===== config.mk =====
export PLATFORM = sky130hd
export DESIGN_NAME = bit_serializer
export DESIGN_NICKNAME = d
export VERILOG_FILES = /design/src/rtl/ser_pkg.sv /design/src/rtl/bit_serializer.sv
export SDC_FILE = /design/constraint.sdc
export NUM_CORES = 1
export LEC_CHECK = 0
export CAP_MARGIN = 20
export CORE_MARGIN = 2
export CORE_UTILIZATION = 45
export CTS_BUF_LIST = sky130_fd_sc_hd__clkbuf_4
export CTS_CLUSTER_DIAMETER = 200
export CTS_CLUSTER_SIZE = 14
export DETAILED_ROUTE_END_ITERATION = 10
export GPL_TIMING_DRIVEN = 0
export PLACE_DENSITY = 0.75
export SYNTH_ARGS = -nofsm -noshare
export SYNTH_HDL_FRONTEND = slang
export SYNTH_SLANG_ARGS = --single-unit

===== constraint.sdc =====
create_clock -name clk -period 1.6 [get_ports clk]
set_clock_uncertainty 0.05 [all_clocks]
set_input_delay 0.32 -clock clk [delete_from_list [all_inputs] [get_ports clk]]
set_output_delay 0.32 -clock clk [all_outputs]
set_load 0.02 [all_outputs]

===== src/rtl/ser_pkg.sv =====
// Shared definitions for the bit serializer: state encoding and the
// bit-counter width helper.
package ser_pkg;

   typedef enum logic [1:0] {
      ST_IDLE  = 2'd0,
      ST_SHIFT = 2'd1
   } ser_state_t;

   // A one-bit word still needs a one-bit counter.
   function automatic int cnt_width(input int width);
      if (width <= 1) begin
         return 1;
      end
      return $clog2(width);
   endfunction

endpackage


===== src/rtl/bit_serializer.sv =====
// Parallel-to-serial stage feeding the sequence FSM: one WIDTH-bit word in
// over valid/ready, one bit per clock out, gap-free across back-to-back words.
//
// state    | meaning
// ---------+-----------------------------------------------------------
// ST_IDLE  | no word held; ser_out parked at IDLE_BIT, ready for a word
// ST_SHIFT | presenting bit cnt of the current word on ser_out
module bit_serializer
   import ser_pkg::*;
#(
   parameter int WIDTH     = 8,
   parameter bit MSB_FIRST = 1'b1,
   parameter bit IDLE_BIT  = 1'b0
) (
   input  logic             clk,
   input  logic             rst,
   input  logic [WIDTH-1:0] data_in,
   input  logic             load_valid,
   output logic             load_ready,
   output logic             ser_out,
   output logic             ser_valid,
   output logic             busy,
   output logic             done
);

   localparam int              CW       = cnt_width(WIDTH);
   localparam logic [CW-1:0]   CNT_LAST = CW'(WIDTH - 1);
   localparam logic [WIDTH-1:0] FILL_LO = WIDTH'(IDLE_BIT);
   localparam logic [WIDTH-1:0] FILL_HI = FILL_LO << (WIDTH - 1);

   ser_state_t       state, state_nxt;
   logic [CW-1:0]    cnt, cnt_nxt;
   logic [WIDTH-1:0] sreg, sreg_nxt;
   logic [WIDTH-1:0] sreg_shifted;
   logic             rst_q;
   logic             last_bit;
   logic             accept;

   // Holds load_ready low for the cycle after a reset edge without giving
   // load_ready a combinational path from the rst pin.
   always_ff @(posedge clk) begin
      rst_q <= rst;
   end

   assign last_bit   = (state == ST_SHIFT) && (cnt == CNT_LAST);
   assign load_ready = !rst_q && ((state == ST_IDLE) || last_bit);
   assign accept     = load_valid && load_ready;

   assign sreg_shifted = MSB_FIRST ? ((sreg << 1) | FILL_LO)
                                   : ((sreg >> 1) | FILL_HI);

   always_ff @(posedge clk) begin
      if (rst) begin
         state <= ST_IDLE;
         cnt   <= '0;
         sreg  <= '0;
      end else begin
         state <= state_nxt;
         cnt   <= cnt_nxt;
         sreg  <= sreg_nxt;
      end
   end

   always_comb begin
      state_nxt = state;
      cnt_nxt   = cnt;
      sreg_nxt  = sreg;
      if (accept) begin
         // Covers both a load from idle and the zero-gap reload on a last bit.
         state_nxt = ST_SHIFT;
         cnt_nxt   = '0;
         sreg_nxt  = data_in;
      end else begin
         case (state)
            ST_SHIFT: begin
               if (last_bit) begin
                  state_nxt = ST_IDLE;
                  cnt_nxt   = '0;
               end else begin
                  cnt_nxt  = cnt + CW'(1);
                  sreg_nxt = sreg_shifted;
               end
            end
            default: begin
               state_nxt = ST_IDLE;
            end
         endcase
      end
   end

   assign busy      = (state == ST_SHIFT);
   assign ser_valid = busy;
   assign done      = last_bit;
   assign ser_out   = busy ? (MSB_FIRST ? sreg[WIDTH-1] : sreg[0]) : IDLE_BIT;

endmodule


==> flow_summary.yaml <==
sta:
  max-slew-margin-rel: 0.704
  post-route-min-period_ns: 1.63
  hold_ws_ns: 0.442
  hold_viol_final: 0
  setup_viol_count_final: 2
  rsz_0062_raised_after_global_routing: "yes"
  max_slew.worst_pin.slew_ns: 0.444
  layout_setup_ws_ns: -0.0289
  final_max_slew_viol_count: 0
  timing.final.crit_share: 1.02
  fmaxAchievable_mhz: 614
layout:
  antenna_cells: 0
  drive_above_1_share: 0.228
  area_added_between_synthesis_and_finish_pct: 40.8
  nets: 93
  fillCellCount: 101
  utilization_of_the_core_after_routing: 0.654
  postLayoutCellArea_um2: 830
detailed_routing:
  detailroute.wirelength.met2_um: 583
  num_vias: 496
  post_drt_via_cell_ratio: 5.28
  met1Wirelength_um: 513
  top_signal_layer_used: "met4"
  route.antenna.remaining_nets: 0
  drc: 0
  met3_wirelength_from_detailed_routing_um: 64
  wl_per_cell_um: 12.5
  drt-total-wl_mm: 1.18
  first_pass_iters: 4
  detailedRoute.firstIterationViolations: 4
clock_network:
  clock_h_tree_levels: 1
  ctsHoldBuffers: 0
  clock_tree_from_tritoncts: "built"
  tritoncts_num_sinks: 13
  cts-root-buf: "clkbuf_4"
  clkTransAtPathRegs_ns: 0.08
  clockBufferDepth: 2
  worstSkewPairLatency_ns: 0.27
  cts_inserted_buffers: 3
global_route:
  grt_antenna_before_repair: 0
  grt_max_degree: 11
  grt_pass1_wl_mm: 1.97
  global_route.overflow_total: 0
  grt_pass1_vias: 478
  gr_usage_total: 0.190
logic_synthesis:
  synth.yosys.seq_area_share: 0.442
  yosys_warnings: 0
  yosys_register_bits: 13
  synth_top_area_share: 0.442
  syn_inst: 59
  postSynthNetCount: 72
  postSynthAreaPerCell_um2: 9.99
  post_synth_main_area_contributors: "dfxtp_1, mux2i_1, a211oi_1"
  distinct_cells_synth: 19
  synthesis.area_um2: 589
  synth_area_leader_cell: "dfxtp_1"
setup_path:
  criticalPathCategory: "flip-flop to output port"
  crit_startpoint: "cnt[0]"
  worstSetupStartpointType: "flip-flop"
  crit-reg2reg-launch: "cnt[0]"
  ff_to_ff_path_depth: 5
  category_of_the_worst_setup_path_capture_point: "output port"
  worst_ep_arrival_time_ns: 1.26
  worst-path-max-fanout: 4
  critical_path.reg2reg.endpoint: "sreg[3]"
  timing.critical_path.to: "done"
  crit_required_ns: 1.23
  setup.reg_to_reg.worst_slack_ns: 0.10
worst_hold_path:
  worstHoldPathType: "flip-flop to flip-flop"
outcome:
  failed_checks: "setup timing"
  run_status: "finished with violations"
place:
  hpwl_um: 816
  placed_area_um2: 758
  port_buffers: 15
  finalWeightedCongestion: 0.701
power_and_ir_drop:
  static_leakage_power_nw: 0.367
  pwr_density_cell_nw_per_um2: 851
  vdd_ir_drop_max_mv: 0.529
die:
  floorplan.rows: 13
  die_outline_area_um2: 1620
  floorplan.initialDensity: 0.464
  core_region_area_um2: 1270
  die_w_um: 40.2
  die_ht_um: 40.2
  ioPinCount: 16
run:
  total_of_max_cap_violations: 0
[synth_stat cells]
| cell type | count |
|---|---|
| dfxtp_1 | 13 |
| a211oi_1 | 8 |
| mux2i_1 | 8 |
| nor2_1 | 8 |
| a21oi_1 | 4 |
| and2_1 | 2 |
| ha_1 | 2 |
| nand2b_1 | 2 |
| nand3b_1 | 2 |
| buf_12 | 1 |
| buf_2 | 1 |
| buf_4 | 1 |
| buf_6 | 1 |
| clkbuf_1 | 1 |
| inv_1 | 1 |
| nand2_1 | 1 |
| nor2b_1 | 1 |
| nor3_1 | 1 |
| o211ai_1 | 1 |
[registers in the layout, indices dropped and copies added (netlist names)]
| register | flops |
|---|---|
| sreg | 8 |
| cnt | 3 |
| rst_q | 1 |
| state | 1 |
[cell families after synthesis]
kind of cell,synth area share
AOI/OAI and AO/OA,0.149
adders and majority gates,0.0425
buffers and inverters,0.0870
DFF,0.442
muxes,0.136
and+or+nand+nor,0.144
[worst max-delay path, stage by stage (launching register included)]
cell and delay (ns):
dfxtp_2 0.35, ha_4 0.16, ha_4 0.17, and2_1 0.17
buf_6 0.13
[layout make-up]
class	count	area (um2)	share of cell area
tap	15	18.8	0.0226
multi-input combinational	40	313	0.377
clock buffer	4	30.0	0.0362
buffer	5	50.0	0.0603
timing repair buffer	16	150	0.181
inverter	1	3.75	0.00452
sequential	13	264	0.318
[repair_timing]
action                     in CTS  in global routing
gates resized for setup        22                  2
buffers inserted                1                  0
setup endpoints to repair       8                  4
gates cloned                    0                  0
[cell usage in the layout, fill, tap and decap left out]
cell type and count:
nor2b_4 1, a211oi_1 8, dlygate4sd2_1 3, dfxtp_1 10
and2_1 2, buf_2 1, nand3b_1 2, o211ai_1 1
buf_6 2, buf_4 2, clkdlybuf4s50_1 10, a21oi_1 4
nor2_1 8, nand2_1 1, ha_4 2, inv_1 1
clkbuf_4 5, mux2i_1 8, nor3_1 1, dfxtp_2 3
nand2b_2 1, buf_12 1, nand2b_1 1, clkbuf_1 1
[through the flow]
stage	instances	setup TNS, ns	worst slack [ns]	power (W)
after floorplan	59	0	0.198	0.000437
after global placement	89	-0.552	-0.357	0.000485
after detailed placement	89	-0.727	-0.366	0.000488
after CTS	94	-0.0497	-0.0252	0.000710
after global routing	94	-0.125	-0.0661	0.000741
final	94	-0.0546	-0.0289	0.000706
[worst min-delay path by stage]
| stage | end | start | depth (start not counted) |
|---|---|---|---|
| 2_1_floorplan | rst_q | rst | 0 |
| 3_3_place_gp | cnt[0] | cnt[0] | 1 |
| 3_5_place_dp | cnt[0] | cnt[0] | 1 |
| 4_1_cts | cnt[0] | cnt[0] | 1 |
| 5_1_grt | cnt[0] | cnt[0] | 1 |
| 6_report | cnt[0] | cnt[0] | 1 |
[metal layers]
metal / up-vias / track usage
met5: - / 0
met4: 0 / 0.0750
met3: 2 / 0.0333
met2: 14 / 0.319
met1: 233 / 0.239
li1: 247 / -
[where the power goes]
group	leakage, nW	internal, W	switching, W
logic	0.240	0.0000695	0.0000515
clock network	0.0184	0.000114	0.000108
registers	0.108	0.000347	0.0000164
Note: power is estimated with default switching activity, not from simulation.
==> patch 1, RTL diff (same flow settings) <==
The parameter `IDLE_BIT` goes from 1'b0 to 1'b1.
--- a/src/rtl/bit_serializer.sv
+++ b/src/rtl/bit_serializer.sv
@@ -10,7 +10,7 @@
 #(
    parameter int WIDTH     = 8,
    parameter bit MSB_FIRST = 1'b1,
-   parameter bit IDLE_BIT  = 1'b0
+   parameter bit IDLE_BIT  = 1'b1
 ) (
    input  logic             clk,
    input  logic             rst,
Behaviour: not the same (a bounded check fails within 4 cycles, from zero or initial values and one cycle with rst high).
==> patch 1 against the original RTL <==
Final area increased by 7.7%. The run still ends with negative setup slack left. Synthesized area increased by 2.8%. Sequential cell count unchanged. Critical path depth unchanged. Routed wire length decreased by 2.4%. Register-to-register slack got worse by 70 ps. First-iteration DRC count increased by 100%. Total power increased by 3.7%. Via count decreased by 3.8%. Setup slack improved by 15 ps. Hold slack got worse by 16 ps.
==> patch 1: results (changes against the original RTL) <==
via_per_inst: 4.92  # was 5.28
synth_compound_area_share_pct: 16.1  # was 14.9%
dp_slack_ps: -296  # was -366 ps
synth_commonest_cells: "dfxtp_1, mux2i_1, nor2_1"  # was dfxtp_1, a211oi_1, mux2i_1, nor2_1, a21oi_1
power_combinational_mw: 0.147  # was 0.121 mW
seqPwrFrac_pct: 49.9  # was 51.5%
dpl-instance-area_um2: 774  # was 758 µm²
peakVddDrop_mv: 0.457  # was 0.529 mV
synth.avg_cell_area_um2: 10.1  # was 9.99 µm²
crit_fanout: 3  # was 4
nets: 96  # was 93
p_int_mw: 0.547  # was 0.530 mW
grtUsageTotal_pct: 14.8  # was 19.0%
hold_start: "cnt[0]$_SDFFE_PP0P_"  # unchanged
ff2ff_setup_slack_ps: 30  # was 100 ps
arrival_ps: 1240  # was 1260 ps
vias: 477  # was 496
grt_pass1_vias: 393  # was 478
violations: "negative setup slack"  # unchanged
synth_area_leaders: "dfxtp_1, mux2i_1, a211oi_1, nor2_1, a21oi_1"  # was dfxtp_1, mux2i_1, a211oi_1, nor2_1, ha_1
placed_cells: 90  # was 89
max_slew_margin_pct: 64.6  # was 70.4%
status: "finished with violations"  # unchanged
power_density_nw_per_um2: 819  # was 851 nW/µm²
ys_seq_area_share_pct: 43.0  # was 44.2%
routedWlPerCell_um: 11.9  # was 12.5 µm
synth_nets: 73  # was 72
timing.hold.ws_ps: 427  # was 442 ps
synth_mux_area_share_pct: 13.2  # was 13.6%
drive_gt1_share_pct: 31.7  # was 22.8%
hold_depth: 1  # unchanged
routabilityCongestion: 0.673  # was 0.701
synth_fa_ha_area_share_pct: 4.13  # was 4.25%
setup_violations: 2  # unchanged
cts_htree_levels: 1  # unchanged
drtIter0Drc: 8  # was 4
dpl.hpwl_um: 723  # was 816 µm
grt_pass1_wl_um: 1590  # was 1970 µm
finalWorstSetupSlack_ps: -13.6  # was -28.9 ps
patch 1: cell types whose count changed after synthesis, sizes merged:
cell and change:
clkbuf +1, nor3 -1, and2 -1, nand2b +1, a21oi +1
patch 1: layer usage:
layer  GRT usage [%]  up-vias  part of all wire [%]
li1                -      255                     -
met1            18.5      211                    48
met2            25.0        9                    48
met3            3.26        2                   2.7
met4            5.00        0                   1.4
met5               0        -                     0
patch 1: final cells by class:
type	instances	area, µm²	share of cell area [%]
Timing Repair Buffer	18	168	18.8
Tap cell	15	18.8	2.10
Clock buffer	4	30.0	3.36
Multi-Input combinational cell	40	338	37.8
Buffer	6	71.3	7.98
Inverter	1	3.75	0.420
Sequential cell	13	264	29.6
patch 1: timing repair:
| item | in CTS | in global routing |
|---|---|---|
| gates cloned | 0 | 0 |
| endpoints found under the setup margin | 5 | 10 |
| pin swaps | 0 | 0 |
| setup buffers | 2 | 1 |
| gates resized for setup | 24 | 7 |
==> patch 2, RTL diff (config.mk and constraints unchanged) <==
Without the edit above. Make the reset (`rst`) asynchronous in one clocked block.
--- a/src/rtl/bit_serializer.sv
+++ b/src/rtl/bit_serializer.sv
@@ -49,7 +49,7 @@
    assign sreg_shifted = MSB_FIRST ? ((sreg << 1) | FILL_LO)
                                    : ((sreg >> 1) | FILL_HI);
 
-   always_ff @(posedge clk) begin
+   always_ff @(posedge clk or posedge rst) begin
       if (rst) begin
          state <= ST_IDLE;
          cnt   <= '0;
Check against the original RTL: differs if rst is asserted again (counterexample within 4 cycles, from zero or initial values and one cycle with rst high); with rst held inactive, the same outputs for 10 cycles.
==> patch 2 against the original RTL <==
The flow still finishes with violations (negative setup slack). Routed wire length is 7.2% higher. Setup slack got worse by 170 ps. Final area increased by 6.5%. Sequential cell count is the same. Synthesized area grew 1.3%. Critical path type unchanged.
Power is not compared: it rests on default switching activity, and its combinational part moved more than twofold at a synthesized area within 25%.
==> patch 2: results (changes against the original RTL) <==
status: "finished with violations"  # unchanged
violations: "negative setup slack"  # unchanged
nNonClkBuffers: 25  # was 21
nMultiInputCombCells: 29  # was 40
max_slew_margin_pct: 70.1  # was 70.4%
routabilityCongestion: 0.627  # was 0.701
buf_share_pct: 25.8  # was 24.1%
dpl-instance-area_um2: 766  # was 758 µm²
timing.hold.ws_ps: 324  # was 442 ps
ff2ff_setup_slack_ps: -180  # was 100 ps
nFillCells: 99  # was 101
drt_wl_total_um: 1260  # was 1180 µm
synth_compound_area_share_pct: 14.9  # about the same
final_cells: 89  # was 94
cp_slowest_stage_delay_ps: 390  # was 350 ps
finalWorstSetupSlack_ps: -196  # was -28.9 ps
drtIter0Drc: 7  # was 4
final_area_um2: 883  # was 830 µm²
synth_commonest_cells: "dfrtp_1, and2_1, a221o_1"  # was dfxtp_1, a211oi_1, mux2i_1, nor2_1, a21oi_1
placed_cells: 77  # was 89
synthCells: 47  # was 59
dp_slack_ps: -563  # was -366 ps
clock_area_share_pct: 3.40  # was 3.62%
die_w_um: 40.4  # was 40.2 µm
dpl.hpwl_um: 815  # was 816 µm
synth_fa_ha_area_share_pct: 4.19  # was 4.25%
synth_nets: 60  # was 72
vias: 463  # was 496
synthArstFlopShare_pct: 92.3  # was 0%
ys.flop_type: "dfrtp_1"  # was dfxtp_1
crit_fanout: 2  # was 4
arrival_ps: 1430  # was 1260 ps
min_path_type: "input pin to asynchronous set/reset pin"  # was flip-flop to flip-flop
crit_end: "load_ready"  # was done
r2r-start: "cnt[1]$_DFFE_PP0P_"  # was cnt[0]$_SDFFE_PP0P_
synth_mux_area_share_pct: 6.08  # was 13.6%
setup_violations: 10  # was 2
multi_input_area_um2: 274  # was 313 µm²
-- patch 2: cells by family (layout without fill, tap and decap cells) --
| group | Yosys count | in the layout |
|---|---|---|
| buf+inv | 5 | 32 |
| mux | 3 | 3 |
| fa+ha+maj | 2 | 2 |
| flops | 13 | 13 |
| compound gates | 10 | 10 |
| simple gates | 14 | 14 |
-- patch 2: metal layers --
metal  part of all wire [%]  routed length, µm  vias up  GRT usage (%)
met5                      0                  0        -              0
met4                   0.40                  5        0           10.0
met3                    4.2                 53        2           3.33
met2                     50                636       14           29.4
met1                     45                569      225           22.4
li1                       -                  -      222              -
-- patch 2: what timing repair did --
action,CTS,global route
buffers inserted,5,3
gates resized for setup,23,0
pin swaps,3,2
endpoints found under the setup margin,13,11
-- patch 2: power groups by stage --
stage	logic, mW	clock network, mW	registers [mW]
finish	0.777	0.209	0.521
global route	0.852	0.242	0.533
CTS	0.717	0.217	0.525
detailed placement	0.600	0	0.525
global placement	0.584	0	0.517
floorplan	0.403	0	0.518
